--- config.mk ---
export PLATFORM = sky130hd
export DESIGN_NAME = freq_meter
export DESIGN_NICKNAME = d
export VERILOG_FILES = /design/src/rtl/freq_meter.sv
export SDC_FILE = /design/constraint.sdc
export NUM_CORES = 1
export LEC_CHECK = 0
export BUFFER_PORTS_ARGS = -buffer_cell sky130_fd_sc_hd__buf_2
export CORE_UTILIZATION = 63
export DETAILED_ROUTE_END_ITERATION = 7
export HOLD_SLACK_MARGIN = 0.05
export PLACE_DENSITY = 0.84
export SETUP_SLACK_MARGIN = 0.1
export SYNTH_ARGS = -nofsm -noshare
export SYNTH_HDL_FRONTEND = slang
export SYNTH_SLANG_ARGS = --single-unit
--- constraint.sdc ---
create_clock -name iClk_in -period 5.03 [get_ports iClk_in]
set_input_delay 0.2515 -clock iClk_in [delete_from_list [all_inputs] [get_ports iClk_in]]
set_output_delay 0.2515 -clock iClk_in [all_outputs]
set_load 0.005 [all_outputs]
--- src/rtl/freq_meter.sv ---
// Counts rising edges of an asynchronous iSig over a fixed gate window and
// reports the count with a one-cycle valid strobe, back-to-back while enabled.
//
// Ports:
//   iClk_in  system clock
//   iRst     asynchronous active-low reset
//   iSig     asynchronous signal to be measured
//   iEn      measurement enable, level-sensitive
//   oCount   edge count of the last completed window
//   oValid   one-cycle strobe: oCount/oOvf updated
//   oOvf     last completed window saturated the edge counter
//   oBusy    high while a window is in progress
module freq_meter #(
  parameter int GATE_CYCLES = 1000000,
  parameter int GATE_W      = 20,
  parameter int CNT_W       = 16
) (
  input  logic             iClk_in,
  input  logic             iRst,
  input  logic             iSig,
  input  logic             iEn,
  output logic [CNT_W-1:0] oCount,
  output logic             oValid,
  output logic             oOvf,
  output logic             oBusy
);

  typedef enum logic {
    IDLE,
    MEAS
  } state_t;

  localparam logic [GATE_W-1:0] LAST =
    GATE_W'(GATE_CYCLES - 1);

  state_t state, stateNxt;

  logic sync1, sync2, prev;
  logic sigRise;

  logic [GATE_W-1:0] gateCnt, gateNxt;
  logic [CNT_W-1:0]  edgeCnt, cntNxt, cntInc;
  logic              ovf, ovfNxt, ovfInc;
  logic              sat;
  logic              done;

  // Two-flop synchronizer plus a history flop for edge detection.
  always_ff @(posedge iClk_in or negedge iRst) begin
    if (!iRst) begin
      sync1 <= 1'b0;
      sync2 <= 1'b0;
      prev  <= 1'b0;
    end else begin
      sync1 <= iSig;
      sync2 <= sync1;
      prev  <= sync2;
    end
  end

  assign sigRise = sync2 & ~prev;

  // Count including this cycle's edge; used both in-window and for the
  // final result so a terminal-cycle edge is never lost.
  assign sat    = &edgeCnt;
  assign cntInc = edgeCnt + CNT_W'(sigRise & ~sat);
  assign ovfInc = ovf | (sigRise & sat);

  always_ff @(posedge iClk_in or negedge iRst) begin
    if (!iRst) begin
      state   <= IDLE;
      gateCnt <= '0;
      edgeCnt <= '0;
      ovf     <= 1'b0;
    end else begin
      state   <= stateNxt;
      gateCnt <= gateNxt;
      edgeCnt <= cntNxt;
      ovf     <= ovfNxt;
    end
  end

  always_comb begin
    stateNxt = state;
    gateNxt  = '0;
    cntNxt   = '0;
    ovfNxt   = 1'b0;
    done     = 1'b0;
    unique case (state)
      IDLE: begin
        if (iEn) stateNxt = MEAS;
      end
      MEAS: begin
        if (gateCnt == LAST) begin
          // Restart immediately when still enabled: no dead cycle.
          done     = 1'b1;
          stateNxt = iEn ? MEAS : IDLE;
        end else if (!iEn) begin
          stateNxt = IDLE;
        end else begin
          gateNxt = gateCnt + 1'b1;
          cntNxt  = cntInc;
          ovfNxt  = ovfInc;
        end
      end
      default: stateNxt = IDLE;
    endcase
  end

  always_ff @(posedge iClk_in or negedge iRst) begin
    if (!iRst) begin
      oValid <= 1'b0;
      oCount <= '0;
      oOvf   <= 1'b0;
    end else begin
      oValid <= done;
      if (done) begin
        oCount <= cntInc;
        oOvf   <= ovfInc;
      end
    end
  end

  assign oBusy = (state == MEAS);

endmodule
# Word level (Yosys, flattened, before mapping)
# Index checks and enable logic that the tools add are counted.
# Widths: inputs -> output; s select.
# op_classes
shifts,0
n_addsub,2
reduce_logical,1
n_lt_le_gt_ge,0
bitwise_logic,6
eq_ne,1
n_div,0
mux,12
n_mul,0
# op_table
cell,n
$mux 20,3
$mux 16,3
$add 20x1->20 const B,1
$eq 20x20->1 const B,1
$add 16x16->16,1
$and 1x16->16,1
$not 1->16,1
$reduce_and 16->1,1
$mux 1,6
$and 1x1->1,2
$not 1->1,1
$or 1x1->1,1
# totals
ram_bits,0
ff_bits,59
memories,0
mem_bits_ro,0
latch_bits,0

# Longest topological paths before layout
# Gate-level depths: netlist of run 1.
# logic_depth
depth_word,7
ltp_mapped,9
mapped_depth_nobuf,9

# Least setup slack after synthesis of run 1
# No wires, ideal clock.
# synth_path
path_kind,register to register
start,register edgeCnt[5]
end,register oCount[10]
path_stages_with_launch,10
setup_ns,0.128
n_path_buf,0
required_ns,4.902
path_slack_ns,2.986
arrival_ns,1.916
path_cell_list,dfrtp_1 > nand3_1 > nor3_1 > a21oi_1 > ha_1 > ha_1 > nand4_1 > nor3_1 > xnor2_1 > a21oi_1
# synth_via
elab_chain_len,4
# synth_lines
element,line_no,text
"start, declared",42,"logic [CNT_W-1:0] edgeCnt, cntNxt, cntInc;"
"start signal, assigned",77,edgeCnt <= cntNxt;
$reduce_and 16->1,64,assign sat = &edgeCnt;
$not 1->16,65,assign cntInc = edgeCnt + CNT_W'(sigRise & ~sat);
$and 1x16->16,65,
$add 16x16->16 *,65,
"end signal, assigned",117,oCount <= cntInc;
"end, declared",22,"output logic [CNT_W-1:0] oCount,"
# Every way passes the cells marked *; elsewhere a longest branch is shown, timed or not.
# A chain may end at the register's enable or synchronous reset.

# Worst setup path after layout of run 1
# layout_path
start,register gateCnt[12]
end,register gateCnt[6]
# layout_via
elab_chain_len,3
# layout_lines
element,line_no,text
"start, declared",41,"logic [GATE_W-1:0] gateCnt, gateNxt;"
"start signal, assigned",76,gateCnt <= gateNxt;
$eq 20x20->1,93,if (gateCnt == LAST) begin
$mux 20,93,
$mux 20,88,unique case (state)
net gateNxt[6],41,
# The timed path passes the listed nets, and every way through them passes these cells.

==> results.txt, run 1 <==
- Max stage delay cell, worst path: sky130_fd_sc_hd__a21o_1
- Dividing the detail-routed wire length by the instance count gives 15.9 microns.
- Compound-Gate Fraction of Synth Area: 0.0969
* X dimension of the die: approximately 67 microns
* Warnings, synthesis: 0
* Count of endpoints failing setup in the final report: 0
* Die outline area: ~0.0045 sq mm
* Maximum buffer depth of the clock tree: 2
* Total power density per cell area: around 340 mW/mm^2
- Of the post-synthesis cell area, the dominant cell type holds 0.558.
- # DRC: 0
- Across every metal layer, demand over resource in global routing totals 0.273.
* Post-detailed-routing wire length: roughly 5400 microns
* Crit-path cells: nor4_1 > and4_1 > a21o_1 > nor2_1
* RSZ-0062 raised after global routing: false
- In this run the standard cell core region covers between 0.004 and 0.005 sq mm.
- Timing would allow up to about 0.36 GHz.
- Kind of end point of the critical path: flop
- Largest fanout on the critical path: 37
* Slowest stage delay, CP: approximately 950 ps
- The H-tree generated during clock tree synthesis spans 3 levels.
- Dividing the final minimum period by the clock period gives 0.553.
- Top Ports: 23
- For this run, the leading register cell type out of synthesis is sky130_fd_sc_hd__dfrtp_1.
- Normalized max-slew margin: 0.246
- GPL Wtd Cong: 0.888
* Fraction of the mapped netlist area in simple logic gates: 0.199
- The number of antenna violations at the first check in global routing was 0.
- Count leader, synth: sky130_fd_sc_hd__dfrtp_1
- Largest register by flop count: gateCnt
- Final hold analysis gives a worst-case slack of ~56 ps.
* Number of violations reported at the end of detailed-routing iteration 0: 295
* Half-perimeter wire length of the detailed placement result: 3300 microns
* Net count reported at finish: slightly below 300
- The repair_antennas step left the layout with diodes totalling 0.
- Of the cells placed in the final design, the portion with a size suffix greater than 1 is 0.146.
- Post-synth cell types: 30
- The design draws approximately 1.0 mW.
- Clock sink count: 59
- Area growth, synth to finish: 14.8%
- CTS tree: built
- Cell class contributing the biggest share of worst-path delay: simple AND/OR/NAND/NOR gates
* Run status: complete, no violations
- The die is between 60 and 70 microns tall.
- The critical path is of the reg2reg type.
- The portion of synthesized area spent on multiplexers is 0.00851.
* Count of pins over their slew limit: 0
- Number of synthesized flops with an enable pin: 0
* Worst endpoint required time: ~5200 ps
- Sum of overflow across all layers after global routing: 0
- Counting both buffers and inverters, the worst setup path holds a total of 0.
* Worst ir drop on vdd: 0.000296 V
- Vias in the first global route: 1862
- Of all cell types, the one taking the most synthesized area is sky130_fd_sc_hd__dfrtp_1.
* Via total after detailed routing: between 2k and 2.5k
* Logic depth of the worst path, buffers included: 4
* Footprint of the multi-input gates: between 0.001 and 0.0015 sq mm
- The sequential cells in the finished layout cover a total of roughly 0.0015 sq mm.
- After synthesis, the most frequently instantiated cells are sky130_fd_sc_hd__dfrtp_1 (59), sky130_fd_sc_hd__nor2_1 (40), sky130_fd_sc_hd__xnor2_1 (21).
- R2R depth: 4
- Clock Latency Late Sink: approximately 330 ps
* Xor and xnor fraction of the mapped netlist area: 0.0894
* Class of the most critical hold timing path: in2async
* Filler Cell Count: between 200 and 300
- Counting I/O delays and the setup requirement, the final critical path takes around 2800 ps.
* Clk slew on worst S/H paths: approximately 70 ps
- Summed over all cells, the static leakage comes to 1.33 nW.
- At the end of the flow the core is filled with cells to 0.754.
- Of the synthesized area, sequential elements account for 0.558.
- Largest net degree at the start of global routing: 60
- Top cells by area in the synthesized netlist: sky130_fd_sc_hd__dfrtp_1 (56%), sky130_fd_sc_hd__xnor2_1 (7.0%), sky130_fd_sc_hd__nor2_1 (5.7%), sky130_fd_sc_hd__a21oi_1 (3.8%), sky130_fd_sc_hd__a31oi_1 (3.8%)
- Slew at the pin with the worst max-slew slack: about 1100 ps
* Vias per cell: a little over 6
- The first detailed-routing pass took 4 iterations.
- Gate count of the mapped netlist: ~260
* ANT nets after route: 0
* Count of buffers from port buffering: 22
- The final number of hold-violating endpoints is 0.
- Max FFs per register: 20
- The number of nets in the synthesized netlist is between 200 and 300.
* Rows: 23
- The first global-routing pass estimated 8830 microns of wire.
- Kind of start point of the critical path: flop
* Cell at the root of the clock tree: sky130_fd_sc_hd__clkbuf_8
- A synthesized cell averages ~10 sq um.
* Setup TNS: 0 ps
- The number of clock buffers added by TritonCTS is 9.
* Arithmetic-cell share of the synthesized area counting full adders, half adders and majority gates: 0.0142
- Starting density of the core: 0.657
- After synthesis, the largest family of logic cells by area is simple AND/OR/NAND/NOR gates.
* Post-synthesis register bit count: between 50 and 60
* Registers with the most flip-flops: gateCnt x20, edgeCnt x16, oCount x16
- Async set-reset flop share out of synthesis: 1.00
- At the worst endpoint, the arrival time is slightly below 3000 ps.
* Resize count post-CTS: 0
- Clock tree skew after final layout: 9.31 ps
- Total standard cell area after synthesis: around 0.0026 sq mm
- The tool flagged a number of max-cap violations equal to 0.
==> cell families (layout without fill, tap and decap cells) <==
logic type	Yosys count	after routing
mux	2	2
flops	59	59
buf+inv	22	51
compound gates	43	43
fa+ha+maj	3	3
simple gates	103	103
xor+xnor	27	27
==> through the flow <==
step | setup slack (ps) | cells | area (sq um)
global placement | 2330 | 320 | 2780
detailed placement | 2290 | 320 | 2780
CTS | 2260 | 338 | 3040
finish | 2250 | 338 | 3040
floorplan | 2990 | 259 | 2650
global route | 1980 | 338 | 3040
==> worst paths after layout <==
| check | from | end | slack (ps) |
|---|---|---|---|
| worst min-delay path | iRst | gateCnt[11] | 60 |
| worst max register to register | gateCnt[12] | gateCnt[6] | 2250 |
| min in group iClk_in | sync1 | sync2 | 350 |
| max in group asynchronous | iRst | oCount[0] | 4500 |
| worst max-delay path | gateCnt[12] | gateCnt[6] | 2250 |
| worst min register to register | sync1 | sync2 | 350 |
==> per-layer routing <==
layer | vias to the layer above | wire length (microns) | GRT usage
met5 | - | 0 | 0
met4 | 0 | 132 | 0.146
met3 | 12 | 265 | 0.0548
met2 | 77 | 2470 | 0.391
met1 | 1028 | 2510 | 0.388
li1 | 961 | - | -
==> where the power goes <==
group,internal [mW],switching (mW),leakage (nW),total (mW)
Sequential,0.477,0.00398,0.814,0.481
Clock,0.341,0.182,0.123,0.523
Combinational,0.00461,0.0158,0.397,0.0204
Total,0.823,0.201,1.33,1.02
==> placed cells by master (no fill, tap or decap) <==
master and count:
sky130_fd_sc_hd__a21bo_2 1, sky130_fd_sc_hd__a21o_1 1, sky130_fd_sc_hd__a21oi_1 20, sky130_fd_sc_hd__a31oi_1 16, sky130_fd_sc_hd__a41oi_1 1, sky130_fd_sc_hd__and3_1 3
sky130_fd_sc_hd__and4_1 2, sky130_fd_sc_hd__buf_2 22, sky130_fd_sc_hd__buf_4 2, sky130_fd_sc_hd__bufinv_16 3, sky130_fd_sc_hd__clkbuf_1 1, sky130_fd_sc_hd__clkbuf_8 10
sky130_fd_sc_hd__clkinv_2 2, sky130_fd_sc_hd__dfrtp_1 59, sky130_fd_sc_hd__dlygate4sd3_1 2, sky130_fd_sc_hd__ha_1 3, sky130_fd_sc_hd__inv_1 9, sky130_fd_sc_hd__mux2_1 2
sky130_fd_sc_hd__nand2_1 11, sky130_fd_sc_hd__nand3_1 15, sky130_fd_sc_hd__nand3b_1 2, sky130_fd_sc_hd__nand4_1 7, sky130_fd_sc_hd__nand4_2 1, sky130_fd_sc_hd__nor2_1 40
sky130_fd_sc_hd__nor3_1 8, sky130_fd_sc_hd__nor4_1 8, sky130_fd_sc_hd__nor4_4 1, sky130_fd_sc_hd__o21ai_0 1, sky130_fd_sc_hd__o31ai_1 1, sky130_fd_sc_hd__o41ai_1 2
sky130_fd_sc_hd__or3_1 2, sky130_fd_sc_hd__or4_1 1, sky130_fd_sc_hd__or4b_1 2, sky130_fd_sc_hd__xnor2_1 21, sky130_fd_sc_hd__xor2_1 6
==> timing repair <==
| item | in CTS | in global routing |
|---|---|---|
| setup buffers | 0 | 0 |
| hold endpoints to repair | 2 | 0 |
| hold buffers | 2 | 0 |
==> layout make-up <==
type | count | share of cell area
sequential | 59 | 0.486
clock buffer | 11 | 0.0465
clock inverter | 5 | 0.0329
multi-input combinational | 178 | 0.355
inverter | 9 | 0.0111
tap | 50 | 0.0206
timing repair buffer | 26 | 0.0478
(Power assumes the default switching activity.)
==> run 2: changes to the inputs <==
--- a/config.mk
+++ b/config.mk
@@ -6,10 +6,10 @@
 export NUM_CORES = 1
 export LEC_CHECK = 0
 export BUFFER_PORTS_ARGS = -buffer_cell sky130_fd_sc_hd__buf_2
-export CORE_UTILIZATION = 63
+export CORE_UTILIZATION = 58
 export DETAILED_ROUTE_END_ITERATION = 7
 export HOLD_SLACK_MARGIN = 0.05
-export PLACE_DENSITY = 0.84
+export PLACE_DENSITY = 0.78
 export SETUP_SLACK_MARGIN = 0.1
 export SYNTH_ARGS = -nofsm -noshare
 export SYNTH_HDL_FRONTEND = slang
==> constraint.sdc (replaced) <==
create_clock -name iClk_in -period 2.7 [get_ports iClk_in]
set_input_delay 0.135 -clock iClk_in [delete_from_list [all_inputs] [get_ports iClk_in]]
set_output_delay 0.135 -clock iClk_in [all_outputs]
set_load 0.005 [all_outputs]
==> run 2 against run 1 <==
Against the previous run:
- worst setup slack worse by 2000 ps
- critical endpoint is now oCount[12]
- fmax grew 15%
- largest cell class unchanged
- total power up 61%
==> results.txt, run 2 (same netlist as run 1, synthesis figures left out) <==
- Run status: complete, no violations (unchanged).
- Count of endpoints failing setup in the final report: 0 (unchanged)
- The number of antenna violations at the first check in global routing came to 0 (unchanged).
- The post-detailed-placement half-perimeter wirelength was 3610 microns (was 3300 microns).
- The total stage count of the critical path came to 9 (was 4).
* Clock sink count: 59 (unchanged)
- The critical path endpoint is oCount[12] (was gateCnt[6]).
- The setup TNS after final layout came to 0 ps (unchanged).
- The maximum VDD drop was 0.000350 V (was 0.000296 V).
* Worst setup slack for register-to-register paths: 280 ps (was 2250 ps)
- Registers with the most flip-flops: gateCnt x20, edgeCnt x16, oCount x16 (unchanged).
- Filler Cell Count: 319 (was 272)
- The cell leakage power is 1.34 nW (was 1.33 nW).
* Area growth, synth to finish: 14.8% (unchanged)
- Count of pins over their slew limit: 0 (unchanged)
- Kind of start point of the critical path: flop (unchanged)
- The initial cell density of the core came to 0.604 (was 0.657).
- Start-to-end type of the worst setup path: reg2reg (unchanged)
- The critical path's largest stage delay is 420 ps (was 950 ps).
* Normalized max-slew margin: 0.515 (was 0.246)
* RSZ-0062 raised after global routing: false (unchanged)
* Capture instance of the worst register-to-register path: oCount[12] (was gateCnt[6])
- Vias per cell: 5.81 (was 6.15)
* Via total after detailed routing: 2016 (was 2078)
- Worst hold start: sync1
* H-tree lvl count: 3 (unchanged)
- The cell family contributing the most delay on the critical path is simple AND/OR/NAND/NOR gates (unchanged).
- The count of buffering cells on the critical path with inverters included was 0 (unchanged).
- Kind of end point of the critical path: flop (unchanged)
* Global-route wire length before repair: 9170 microns (was 8830 microns)
- Drt wl/cell: 15.8 microns (was 15.9 microns)
* Net count reported at finish: 297 (was 290)
* Most common library cell in the layout ignoring fill and taps: sky130_fd_sc_hd__dfrtp_1 (unchanged)
- Vias in the first global route: 1956 (was 1862)
- The largest fanout of any net on the critical path was 5 (was 37).
- Max Freq: 0.414 GHz (was 0.360 GHz)
* Maximum buffer depth of the clock tree: 2 (unchanged)
- The remaining global-route overflow came to 0 (unchanged).
* Cts bufs inserted: 9 (unchanged)
- Cell at the root of the clock tree: sky130_fd_sc_hd__clkbuf_8 (unchanged)
- Crit-path cells: nand3_1 > nor3_2 > a21oi_1 > ha_1 > ha_1 > nand4_1 > nor3_1 > xnor2_1 > a21oi_1 (was nor4_1 > and4_1 > a21o_1 > nor2_1)
* Worst endpoint required time: 2890 ps (was 5190 ps)
- The cell depth of the worst flop-to-flop path is 9 (was 4).
- Number of violations reported at the end of detailed-routing iteration 0: 160 (was 295)
- Crit share post-route: 0.895 (was 0.553)
* Clock tree skew after final layout: 9.28 ps (was 9.31 ps)
- Max FFs per register: 20 (unchanged)
- The fraction of layout cells with a size suffix above 1 came to 0.163 (was 0.146).
- The clock transition at the registers of the reported paths came to 70 ps (about the same).
- Slew at the pin with the worst max-slew slack: 727 ps (was 1130 ps)
- Top Ports: 23 (unchanged)
- The final number of hold-violating endpoints is 0 (unchanged).
- The number of maximum-capacitance violations came to 0 (unchanged).
- The total inserted antenna cells was 0 (unchanged).
* Die outline area: 0.00484 sq mm (was 0.00446 sq mm)
* Core Util, Final: 0.693 (was 0.754)
- The startpoint of the worst setup timing path was edgeCnt[5] (was gateCnt[12]).
- The area of the core was 0.00438 sq mm (was 0.00403 sq mm).
- The overall die width came to 69.5 microns (was 66.8 microns).
* RR Startpoint: edgeCnt[5] (was gateCnt[12])
* ANT nets after route: 0 (unchanged)
* Post-detailed-routing wire length: 5470 microns (was 5380 microns)
- Most frequent cells in the layout: sky130_fd_sc_hd__dfrtp_1 (59), sky130_fd_sc_hd__nor2_1 (40), sky130_fd_sc_hd__buf_2 (22), sky130_fd_sc_hd__xnor2_1 (21), sky130_fd_sc_hd__a21oi_1 (20) (unchanged).
- CTS tree: built (unchanged)
- The largest net degree at the start of global routing was 60 (unchanged).
- Count of buffers from port buffering: 22 (unchanged)
- Total GRT Usage: 0.246 (was 0.273)
* Clock Latency Late Sink: 330 ps (about the same)
* GPL Wtd Cong: 0.855 (was 0.888)
- Class of the most critical hold timing path: reg2reg (was in2async)
- The total power divided by cell area is 542 mW/mm^2 (was 337 mW/mm^2).
- Drt pass-1 iters: 4 (unchanged)
* Overall Power: 1.65 mW (was 1.02 mW)
* Rows: 24 (was 23)
- The largest register by flop count is gateCnt (unchanged).
* Max stage delay cell, worst path: sky130_fd_sc_hd__dfrtp_1 (was sky130_fd_sc_hd__a21o_1)
* Final min period: 2420 ps (was 2780 ps)
* # DRC: 0 (unchanged)
* Die Ht: 69.5 microns (was 66.8 microns)
* Arrival @ worst endpoint: 2610 ps (was 2940 ps)
[run 2: timing repair]
action	in CTS	in global routing
setup endpoints to repair	0	7
endpoints found under the hold margin	61	0
buffers inserted	0	0
hold buffers	3	0
resized for setup	0	2
[run 2: stage by stage]
stage | setup slack [ps] | hold WS (ps) | cells | instance area, sq um
floorplan | 656 | -161 | 259 | 2650
global placement | 416 | 243 | 328 | 2820
detailed placement | 261 | 245 | 328 | 2820
CTS | 245 | 352 | 347 | 3030
global route | 106 | 358 | 347 | 3040
finish | 283 | 351 | 347 | 3040
[run 2: final cells by class]
class,count,area [sq um],area share
Sequential cell,59,1480,0.486
Multi-Input combinational cell,178,1090,0.359
Tap cell,52,65.1,0.0214
Inverter,9,33.8,0.0111
Clock inverter,2,10.0,0.00329
Timing Repair Buffer,33,200,0.0659
Clock buffer,14,163,0.0535
[run 2: worst register-to-register path, cell delays in order (launching register included)]
cell	delay, ps
sky130_fd_sc_hd__dfrtp_1	420
sky130_fd_sc_hd__nand3_1	210
sky130_fd_sc_hd__nor3_2	360
sky130_fd_sc_hd__a21oi_1	130
sky130_fd_sc_hd__ha_1	250
sky130_fd_sc_hd__ha_1	250
sky130_fd_sc_hd__nand4_1	240
sky130_fd_sc_hd__nor3_1	110
sky130_fd_sc_hd__xnor2_1	210
sky130_fd_sc_hd__a21oi_1	90
[run 2: per-layer routing]
layer / global-route usage / up-vias / share of wire
met3: 0.0698 / 7 / 0.066
li1: - / 974 / -
met1: 0.355 / 980 / 0.47
met5: 0 / - / 0
met2: 0.358 / 55 / 0.45
met4: 0.0907 / 0 / 0.012
[run 2: power by group]
group	switching, mW	leakage (nW)	internal (mW)
registers	0.00499	0.814	0.889
clock network	0.327	0.0905	0.381
logic	0.0335	0.432	0.0115
total	0.365	1.34	1.28
[run 2: worst min-delay path by stage]
stage | to | slack, ps | depth (start not counted)
floorplan | edgeCnt[0] | -160 | 0
global placement | sync1 | 240 | 1
detailed placement | sync1 | 250 | 1
CTS | sync2 | 350 | 0
global route | sync2 | 360 | 0
finish | sync2 | 350 | 0
==> run 3: changes to the inputs <==
--- a/config.mk
+++ b/config.mk
@@ -6,10 +6,11 @@
 export NUM_CORES = 1
 export LEC_CHECK = 0
 export BUFFER_PORTS_ARGS = -buffer_cell sky130_fd_sc_hd__buf_2
-export CORE_UTILIZATION = 58
+export CORE_UTILIZATION = 55
+export CTS_BUF_LIST = sky130_fd_sc_hd__clkbuf_4
 export DETAILED_ROUTE_END_ITERATION = 7
 export HOLD_SLACK_MARGIN = 0.05
-export PLACE_DENSITY = 0.78
+export PLACE_DENSITY = 0.74
 export SETUP_SLACK_MARGIN = 0.1
 export SYNTH_ARGS = -nofsm -noshare
 export SYNTH_HDL_FRONTEND = slang
==> run 3 against run 2 <==
Against the previous run:
- the flow now finishes with violations (design-rule violations)
- total power is 11% higher
- clock skew hardly changed
- combinational power is 6.0% lower
- global-route usage is 0.22 points lower
- worst setup slack better by 110 ps
- critical path depth stayed put
- routed wire length is 1.5% lower
- worst hold slack worse by 140 ps
- via count is 1.4% higher
- largest cell class unchanged
==> results.txt, run 3 (same netlist as run 1, synthesis figures left out) <==
- Run status: finished with violations (was complete, no violations).
* Violations in the final reports: design-rule violations
- The required time of the critical path came to 2970 ps (was 2890 ps).
- The total stage count of the critical path was 9 (unchanged).
- Final min period: 2310 ps (was 2420 ps)
* Vias per cell: 5.91 (was 5.81)
- The total routing resource utilization after global routing came to 0.244 (was 0.246).
- The met3 layer wire length in the routed design was 345 microns (was 360 microns).
- The final number of hold-violating endpoints was 0 (unchanged).
- The met1 layer wirelength in the final routing was 2550 microns (was 2590 microns).
* Clock sink count: 59 (unchanged)
- The TritonCTS clock tree is built (unchanged).
- Drt pass-1 iters: 6 (was 4)
- The via count of the routed design was 2044 (was 2016).
* Footprint of the multi-input gates: 0.00108 sq mm (was 0.00109 sq mm)
- The number of antenna violations at the first check in global routing came to 0 (unchanged).
- The die outline area came to 0.00509 sq mm (was 0.00484 sq mm).
- The total inserted antenna cells came to 0 (unchanged).
* Number of violations reported at the end of detailed-routing iteration 0: 179 (was 160)
* Vias in the first global route: 1932 (was 1956)
- The count of standard-cell rows came to 24 (unchanged).
* Count of buffers from port buffering: 22 (unchanged)
- The number of I/O pins came to 23 (unchanged).
- RSZ-0062 raised after global routing: false (unchanged).
* Slowest stage delay, CP: 420 ps (about the same)
* Setup Fix Bufs, Post-CTS: 0 (unchanged)
- Total of max-cap violations: 0 (unchanged)
* Max Freq: 0.433 GHz (was 0.414 GHz)
* X dimension of the die: 71.4 microns (was 69.5 microns)
* Max stage delay cell, worst path: sky130_fd_sc_hd__dfrtp_1 (unchanged)
- Post-detailed-routing wire length: 5380 microns (was 5470 microns)
- GPL Wtd Cong: 0.863 (was 0.855)
- Starting density of the core: 0.591 (was 0.604)
* Area growth, synth to finish: 15.4% (was 14.8%)
- Crit-path cells: nand3_1 > nor3_2 > a21oi_1 > ha_1 > ha_1 > nand4_1 > nor3_1 > xnor2_1 > a21oi_1 (unchanged)
- Global-route wire length before repair: 9260 microns (was 9170 microns)
- The fraction of layout cells with a size suffix above 1 is 0.160 (was 0.163).
* Total length of routed met2 wires: 2400 microns (was 2450 microns)
* Overall Power: 1.82 mW (was 1.65 mW)
* Core Util, Final: 0.683 (was 0.693)
* DP Worst Slack: 325 ps (was 261 ps)
* Count of pins over their slew limit: 0 (unchanged)
- The count of buffering cells on the critical path with inverters included is 0 (unchanged).
* Termination of the worst setup path: oCount[10] (was oCount[12])
* Capture instance of the worst register-to-register path: oCount[10] (was oCount[12])
* Largest net degree at the start of global routing: 38 (was 60)
- The later-pin clock latency in the skew report was 390 ps (was 330 ps).
- The cell family contributing the most delay on the critical path was simple AND/OR/NAND/NOR gates (unchanged).
- The transition time of the tightest slew-check pin is 644 ps (was 727 ps).
- The area of the core came to 0.00447 sq mm (was 0.00438 sq mm).
- The sequential standard cell area came to 0.00148 sq mm (unchanged).
- Maximum buffer depth of the clock tree: 2 (unchanged)
- The filler cell count in the final layout was 350 (was 319).
- The non-filler instance count after layout is 346 (was 347).
* Drt wl/cell: 15.6 microns (was 15.8 microns)
- The largest fanout of any net on the critical path came to 5 (unchanged).
- Registers with the most flip-flops: gateCnt x20, edgeCnt x16, oCount x16 (unchanged).
* Number of placed cells counting well taps: 327 (was 328)
* Total power density per cell area: 596 mW/mm^2 (was 542 mW/mm^2)
- The largest register by flop count is gateCnt (unchanged).
- The remaining global-route overflow came to 0 (unchanged).
- Clk slew on worst S/H paths: 100 ps (was 70 ps)
- Worst ir drop on vdd: 0.000339 V (was 0.000350 V)
- Startpoint of the most critical setup path: edgeCnt[5] (unchanged)
- The total setup violations reported at the end of the flow is 0 (unchanged).
- The part of the cycle the worst path needs is 0.855 (was 0.895).
- Final worst setup slack: 390 ps (was 283 ps)
- Most common library cell in the layout ignoring fill and taps: sky130_fd_sc_hd__dfrtp_1 (unchanged)
- The overall die height came to 71.4 microns (was 69.5 microns).
* H-tree lvl count: 3 (unchanged)
* Start-to-end type of the worst setup path: reg2reg (unchanged)
- The data arrival time of the critical path is 2580 ps (was 2610 ps).
- Class of the most critical hold timing path: in2async (was reg2reg)
- Cts bufs inserted: 9 (unchanged)
- Clock tree skew after final layout: 8.98 ps (was 9.28 ps)
- The cell leakage power was 1.35 nW (was 1.34 nW).
- Kind of start point of the critical path: flop (unchanged)
- ANT nets after route: 0 (unchanged)
- Worst setup slack for register-to-register paths: 390 ps (was 280 ps)
* # DRC: 1 (was 0)
- Half-perimeter wire length of the detailed placement result: 3470 microns (was 3610 microns)
* Kind of end point of the critical path: flop (unchanged)
* Setup TNS: 0 ps (unchanged)
- Net count reported at finish: 296 (was 297)
* Max FFs per register: 20 (unchanged)
- Top routing layer in use: met4 (unchanged)
- Most frequent cells in the layout: sky130_fd_sc_hd__dfrtp_1 (59), sky130_fd_sc_hd__nor2_1 (40), sky130_fd_sc_hd__buf_2 (22), sky130_fd_sc_hd__xnor2_1 (21), sky130_fd_sc_hd__a21oi_1 (20) (unchanged)
* Normalized max-slew margin: 0.571 (was 0.515)
* Cell at the root of the clock tree: sky130_fd_sc_hd__clkbuf_4 (was sky130_fd_sc_hd__clkbuf_8)
* RR Startpoint: edgeCnt[5] (unchanged)
- The cell depth of the worst flop-to-flop path is 9 (unchanged).
## run 3: changes by cell type in the layout (fill, tap and decap cells not counted), sizes merged
cell    delta
buf        -1
bufinv     +4
clkbuf     -4
## run 3: repair_timing
action | CTS | global route
hold buffers | 3 | 0
endpoints found under the setup margin | 0 | 4
endpoints found under the hold margin | 20 | 0
gates resized for setup | 0 | 1
## run 3: area by class of cell
type / count / area share
multi-input combinational: 178 / 0.355
clock inverter: 6 / 0.0418
tap: 52 / 0.0213
sequential: 59 / 0.483
clock buffer: 10 / 0.0246
timing repair buffer: 32 / 0.0631
inverter: 9 / 0.0111
## run 3: power breakdown
group	switching, mW	internal, mW	leakage [nW]	total (mW)
Sequential	0.00770	0.888	0.814	0.896
Clock	0.315	0.567	0.106	0.883
Combinational	0.0309	0.0114	0.426	0.0423
Total	0.354	1.47	1.35	1.82
## run 3: per-layer routing
layer  track usage  vias up
li1              -      970
met2         0.360       65
met5             0        -
met1         0.349      999
met4         0.120        0
met3        0.0492       10
## run 3: stage by stage
stage / area, sq um / hold slack (ps)
after floorplan: 2650 / -161
after global placement: 2820 / 112
after detailed placement: 2820 / 112
after CTS: 3050 / 221
after global routing: 3050 / 257
final: 3050 / 213
## run 3: worst min path at each step
stage                     start  cells after the start     endpoint
after floorplan            iRst                      0   edgeCnt[0]
after global placement     iRst                      1  gateCnt[16]
after detailed placement   iRst                      1  gateCnt[16]
after CTS                  iRst                      2   edgeCnt[4]
after global routing       iRst                      2         prev
final                      iRst                      2   gateCnt[9]
